## src/rtl/branch_target_predictor.sv

```systemverilog
// ---------------------------------------------------------------------------
// branch_target_predictor
//   Fetch-side branch target predictor. A direct-mapped BTB holds, per entry,
//   {valid, jump, tag, target, 2-bit saturating counter}. Fetch looks it up
//   one cycle ahead of the PC mux. The execute stage trains the BTB with the
//   resolved outcome. A mispredicted outcome raises a one-cycle redirect pulse
//   carrying the corrected PC.
//
//   Optional feature macro: BTP_PERF_CNT_EN
//     When it is defined, the block has free-running 32-bit branch and
//     mispredict counters.
//     When it is undefined, the perf ports are tied to 0 and the counter
//     flops are not built.
//
// Ports
//   clk, rst            rising-edge clock, asynchronous active-high reset
//   f_valid, f_pc       fetch lookup request
//   pred_valid/taken/target   registered lookup result (one cycle later)
//   r_valid, r_pc       resolve strobe and PC of the resolved instruction
//   r_branch/jal/jalr   control-flow class of the resolved instruction
//   r_taken, r_target   actual outcome and target
//   r_pred_taken/target prediction carried down the pipe
//   mispredict, redirect_pc   registered redirect pulse and corrected PC
//   perf_branches, perf_mispredicts   performance counters
// ---------------------------------------------------------------------------
module branch_target_predictor #(
  parameter int         XLEN     = 32,
  parameter int         IDX_BITS = 6,
  parameter logic [1:0] INIT_CTR = 2'b01
) (
  input  logic            clk,
  input  logic            rst,
  input  logic            f_valid,
  input  logic [XLEN-1:0] f_pc,
  output logic            pred_valid,
  output logic            pred_taken,
  output logic [XLEN-1:0] pred_target,
  input  logic            r_valid,
  input  logic [XLEN-1:0] r_pc,
  input  logic            r_branch,
  input  logic            r_jal,
  input  logic            r_jalr,
  input  logic            r_taken,
  input  logic [XLEN-1:0] r_target,
  input  logic            r_pred_taken,
  input  logic [XLEN-1:0] r_pred_target,
  output logic            mispredict,
  output logic [XLEN-1:0] redirect_pc,
  output logic [31:0]     perf_branches,
  output logic [31:0]     perf_mispredicts
);

  localparam int N     = 1 << IDX_BITS;
  localparam int TAG_W = XLEN - IDX_BITS - 2;

  typedef enum logic [1:0] {SNT = 2'd0, WNT = 2'd1, WT = 2'd2, ST = 2'd3} ctr_e;

  logic             valid_q [N];
  logic             jump_q  [N];
  logic [1:0]       ctr_q   [N];
  logic [TAG_W-1:0] tag_q   [N];
  logic [XLEN-1:0]  tgt_q   [N];

  // Lookup side
  logic [IDX_BITS-1:0] f_idx;
  logic [TAG_W-1:0]    f_tag;
  logic                f_hit;

  assign f_idx = f_pc[IDX_BITS+1:2];
  assign f_tag = f_pc[XLEN-1:IDX_BITS+2];
  assign f_hit = valid_q[f_idx] && (tag_q[f_idx] == f_tag);

  // Resolve side
  logic [IDX_BITS-1:0] r_idx;
  logic [TAG_W-1:0]    r_tag;
  logic                r_hit, r_ctrl, r_jump, eff_taken, mp_next;
  logic [XLEN-1:0]     fix_pc;
  logic [1:0]          ctr_step;

  assign r_idx  = r_pc[IDX_BITS+1:2];
  assign r_tag  = r_pc[XLEN-1:IDX_BITS+2];
  assign r_hit  = valid_q[r_idx] && (tag_q[r_idx] == r_tag);
  assign r_jump = r_jal | r_jalr;
  assign r_ctrl = r_branch | r_jump;

  // A non-control instruction can never really be taken. Treating it as
  // not-taken gives redirect r_pc+4 whenever fetch wrongly predicted it.
  assign eff_taken = r_ctrl & r_taken;
  assign mp_next   = r_valid && ((r_pred_taken != eff_taken) ||
                                 (eff_taken && (r_pred_target != r_target)));
  assign fix_pc    = eff_taken ? r_target : r_pc + XLEN'(4);

  // The low PC bits are always zero for aligned fetch and are ignored.
  logic unused_pc_bits;
  assign unused_pc_bits = ^{f_pc[1:0], r_pc[1:0]};

  // NOTE: every path gets a default first, so no latch is inferred.
  always_comb begin
    ctr_step = ctr_q[r_idx];
    if (r_taken) begin
      if (ctr_q[r_idx] != ST)  ctr_step = ctr_q[r_idx] + 2'd1;
    end else begin
      if (ctr_q[r_idx] != SNT) ctr_step = ctr_q[r_idx] - 2'd1;
    end
  end

  // BTB control bits: these are reset, because a stale valid bit would give
  // a false hit.
  // NOTE: sequential state uses non-blocking assignments. A lookup in the
  // same cycle as an update therefore sees the pre-update entry.
  always_ff @(posedge clk or posedge rst) begin
    if (rst) begin
      for (int i = 0; i < N; i++) begin
        valid_q[i] <= 1'b0;
        jump_q[i]  <= 1'b0;
        ctr_q[i]   <= INIT_CTR;
      end
    end else if (r_valid) begin
      if (r_jump) begin
        valid_q[r_idx] <= 1'b1;
        jump_q[r_idx]  <= 1'b1;
        ctr_q[r_idx]   <= ST;
      end else if (r_branch) begin
        if (r_hit) begin
          ctr_q[r_idx] <= ctr_step;
        end else begin
          valid_q[r_idx] <= 1'b1;
          jump_q[r_idx]  <= 1'b0;
          ctr_q[r_idx]   <= r_taken ? WT : WNT;
        end
      end else if (r_hit) begin
        // A non-control instruction aliased onto a predicting entry kills it.
        valid_q[r_idx] <= 1'b0;
      end
    end
  end

  // NOTE: the tag and target payload is not reset. It is only observed
  // through a valid hit, and valid is cleared by reset.
  always_ff @(posedge clk) begin
    if (r_valid && r_ctrl) begin
      if (r_jump || !r_hit) begin
        tag_q[r_idx] <= r_tag;
        tgt_q[r_idx] <= r_target;
      end else if (r_taken) begin
        tgt_q[r_idx] <= r_target;
      end
    end
  end

  // Registered prediction
  always_ff @(posedge clk or posedge rst) begin
    if (rst) begin
      pred_valid  <= 1'b0;
      pred_taken  <= 1'b0;
      pred_target <= '0;
    end else begin
      pred_valid <= f_valid;
      if (f_valid) begin
        pred_taken  <= f_hit && (jump_q[f_idx] || ctr_q[f_idx][1]);
        pred_target <= f_hit ? tgt_q[f_idx] : '0;
      end else begin
        pred_taken <= 1'b0;
      end
    end
  end

  // Registered redirect. Reset drops any pulse that is in flight.
  always_ff @(posedge clk or posedge rst) begin
    if (rst) begin
      mispredict  <= 1'b0;
      redirect_pc <= '0;
    end else begin
      mispredict <= mp_next;
      if (r_valid) redirect_pc <= fix_pc;
    end
  end

`ifdef BTP_PERF_CNT_EN
  logic [31:0] branches_q, mispredicts_q;

  // Both counters wrap naturally at 32 bits.
  always_ff @(posedge clk or posedge rst) begin
    if (rst) begin
      branches_q    <= '0;
      mispredicts_q <= '0;
    end else begin
      if (r_valid && r_ctrl) branches_q    <= branches_q + 32'd1;
      if (mp_next)           mispredicts_q <= mispredicts_q + 32'd1;
    end
  end

  assign perf_branches    = branches_q;
  assign perf_mispredicts = mispredicts_q;
`else
  assign perf_branches    = 32'd0;
  assign perf_mispredicts = 32'd0;
`endif

endmodule
```

## config.mk

```make
export PLATFORM = sky130hd
export DESIGN_NAME = branch_target_predictor
export DESIGN_NICKNAME = d
export VERILOG_FILES = /design/src/rtl/branch_target_predictor.sv
export SDC_FILE = /design/constraint.sdc
export NUM_CORES = 2
export LEC_CHECK = 0
export CAP_MARGIN = 10
export CORE_MARGIN = 3
export CORE_UTILIZATION = 50
export DETAILED_ROUTE_END_ITERATION = 7
export PLACE_DENSITY_LB_ADDON = 0.1
export SKIP_LAST_GASP = 1
export SYNTH_ARGS = -nofsm -noshare
export SYNTH_HDL_FRONTEND = slang
export SYNTH_SLANG_ARGS = --single-unit
```

## constraint.sdc

```tcl
create_clock -name clk -period 13.49 [get_ports clk]
set_input_delay 2.698 -clock clk [delete_from_list [all_inputs] [get_ports clk]]
set_output_delay 2.698 -clock clk [all_outputs]
set_load 0.02 [all_outputs]
```

==> out/results.ini <==
[run_status]
status = finished, final reports clean

[setup_path]
r2r_slack_ns = 6.90
cpMostUsedCell = buf_4
reg2reg_from = tag_q[30][19]
r2r_end = tgt_q[56][0]
critPathCaptureType = register
crit_slowest_cell = or3_1
cp.arrival_ns = 10.34
crit_chain = buf_2, buf_4, inv_1, buf_4, or3_1, buf_4, o22ai_1, a2111oi_0, nand4_1, xor2_1, nor3_1, nand4_2, nor3_4, a21o_4, buf_4, nor2_4, buf_4
cp.required_ns = 14.09
worstSetupStartpointType = input port
cpPeakStageDelay_ns = 0.88
path_class = in2reg
reg2regPathDepth = 13
critPathMaxFanout = 46

[clocking]
cts-buffers-inserted = 404
ctsHoldBuffers = 0
cts_tree = yes
root_buffer = clkbuf_16
cts_htree_levels = 5
clock_latency_ns = 1.00
cts-resized-gates = 0
clock-sinks = 3907
clkTransAtPathRegs_ns = 0.06
cts_buffer_depth = 4
postCtsSetupBuffers = 0

[global_route]
overflow = 0
grt_pass1_wl_um = 792000
antenna_found_initial = 28
grt_max_degree = 160
grtUsageTotal = 0.338
grt_pass1_vias = 96194

[power_and_ir_drop]
clkPwrFrac = 0.412
pwr-share-seq = 0.506
power_mw = 26.9
swShare = 0.230
p_switching_mw = 6.19
p_leak_nw = 60.1
power_density_mw_per_mm2 = 143
p_comb_frac = 0.082
ir_drop_v = 0.000111
p_int_mw = 20.7

[sta]
finClkSkew_ns = 0.0561
setup_viol = 0
hold_violations = 0
worst_slew_pin_slew_ns = 1.33
slew_violations = 0
post-route-period-util = 0.722
fmax_mhz = 103
rsz0062_at_grt = false
slew_headroom = 0.114
holdWs_ns = 0.486
setup_tns_ns = 0
period_needed_ns = 9.73

[finish]
fillerInstances = 24985
final_cell_mix = edfxtp_1, mux4_2, clkbuf_16
finalNonFillerCells = 13754
area_growth_pct = 12.6
postLayoutCoreUtil = 0.568
mostFrequentLayoutCell = edfxtp_1
final_nets = 9184
drive_above_1_share = 0.292

[drt]
drt_pass1_iterations = 8
wl_per_cell_um = 42.3
drt_wl_total_um = 581000
vias = 98272
viasPerCell = 7.14
drc_errors = 0
drt_iter0_drc = 15717
ant_nets = 0

[hold_path]
hp-start = redirect_pc[12]
hold_path.class = reg2reg
holdPathStages = 1
worstHoldEndpoint = redirect_pc[12]

[synth]
synth_edf_count = 3584
synth_seq_area_share = 0.693
synth_ff_type = edfxtp_1
synthCells = 8757
ys_ff_latch = 3907
syn_avg_cell_area_um2 = 19.1
synthArstFlopShare = 0.0827
ys_types = 84
syn_area_mm2 = 0.167
yosys_warnings = 0

[floorplan]
initial_utilization = 0.504
die_w_um = 584
die_y_um = 584
die_area_mm2 = 0.341
num_rows = 211
coreArea_mm2 = 0.332
pin_count = 268

[placed_design]
io_buffers = 201
dp_hpwl_um = 324000
gp_congestion = 0.901
dpl.cell_count = 13006

[job]
cap_violations = 0

==> critical path: cells and delay by family <==
kind | cells | cell delay, ns
buf+inv | 7 | 3.03
simple gates | 6 | 2.62
compound gates | 3 | 1.53
xor+xnor | 1 | 0.26
==> how the worst max path moves through the flow <==
stage / startpoint / to
floorplan: rst / async pin
global placement: r_pc[5] / tgt_q[60][7]
detailed placement: r_pc[5] / tgt_q[58][11]
CTS: r_pc[5] / tgt_q[2][21]
global route: r_pc[5] / tgt_q[32][11]
finish: r_pc[5] / tgt_q[56][0]
==> power by group through the flow <==
stage	sequential (mW)	clock [mW]	combinational [mW]
after global placement	13.8	0	2.15
after detailed placement	13.9	0	2.18
after CTS	13.6	11.2	2.18
final	13.6	11.1	2.20
after global routing	13.6	11.7	2.28
after floorplan	13.8	0	1.26
==> stage by stage <==
step | cell area, um^2 | worst slack [ns]
2_1_floorplan | 167000 | 1.96
3_3_place_gp | 175000 | 3.07
3_5_place_dp | 175000 | 3.03
4_1_cts | 188000 | 4.05
5_1_grt | 188000 | 3.86
6_report | 188000 | 3.76
==> Yosys cell counts, types with 23 or more instances <==
library cell	number	area, um^2
a211oi_1	29	218
a21o_1	37	278
a21oi_1	171	856
a221o_1	23	230
a221oi_1	140	1230
a22o_1	25	219
a22oi_1	169	1270
a311oi_1	26	228
a31o_2	26	228
a31oi_1	160	1000
buf_1	152	571
buf_2	115	576
buf_4	90	676
clkbuf_1	374	1400
dfrtp_1	259	6480
dfstp_2	64	1680
edfxtp_1	3584	108000
inv_1	75	282
mux2_2	145	1630
mux2i_1	192	1920
mux4_2	1326	29900
nand2_1	194	728
nand3_1	124	621
nand4_1	41	257
nor2_1	390	1460
nor3_1	128	641
o21ai_0	172	861
o22a_1	23	201
o22ai_1	125	782
xnor2_1	71	622
xor2_1	31	272
==> sequential cells by signal (all words and copies together) (netlist names), named ones only <==
| signal | count |
|---|---|
| tgt_q | 2048 |
| tag_q | 1536 |
| pred_target | 32 |
| pred_taken | 1 |
| redirect_pc | 32 |
| ctr_q | 128 |
| pred_valid | 1 |
| mispredict | 1 |
==> logic make-up after synthesis <==
group,synth area share
AO/OA/AOI/OAI,0.0510
XOR/XNOR,0.00534
adder cells (fa/ha/maj),0.0000748
buffers and inverters,0.0216
flip-flops,0.693
multiplexers,0.201
other,0.0000224
AND/OR/NAND/NOR,0.0285
==> area by class of cell <==
class / count / area, um^2 / area share
Clock buffer: 509 / 10800 / 0.0574
Clock inverter: 221 / 2110 / 0.0112
Tap cell: 4366 / 5460 / 0.0290
Antenna cell: 18 / 45.0 / 0.000239
Multi-Input combinational cell: 4096 / 49000 / 0.260
Timing Repair Buffer: 560 / 4650 / 0.0247
Inverter: 77 / 300 / 0.00160
Sequential cell: 3907 / 116000 / 0.615
==> per-layer routing <==
metal  vias up  routed length, um  GRT usage
met2      7121             270000      0.522
met5         -                 33          0
met3      1594              62200     0.0689
met1     52204             209000      0.450
li1      37347                  -          -
met4         6              40500      0.198
No activity file was read; power rests on OpenSTA's default activity.
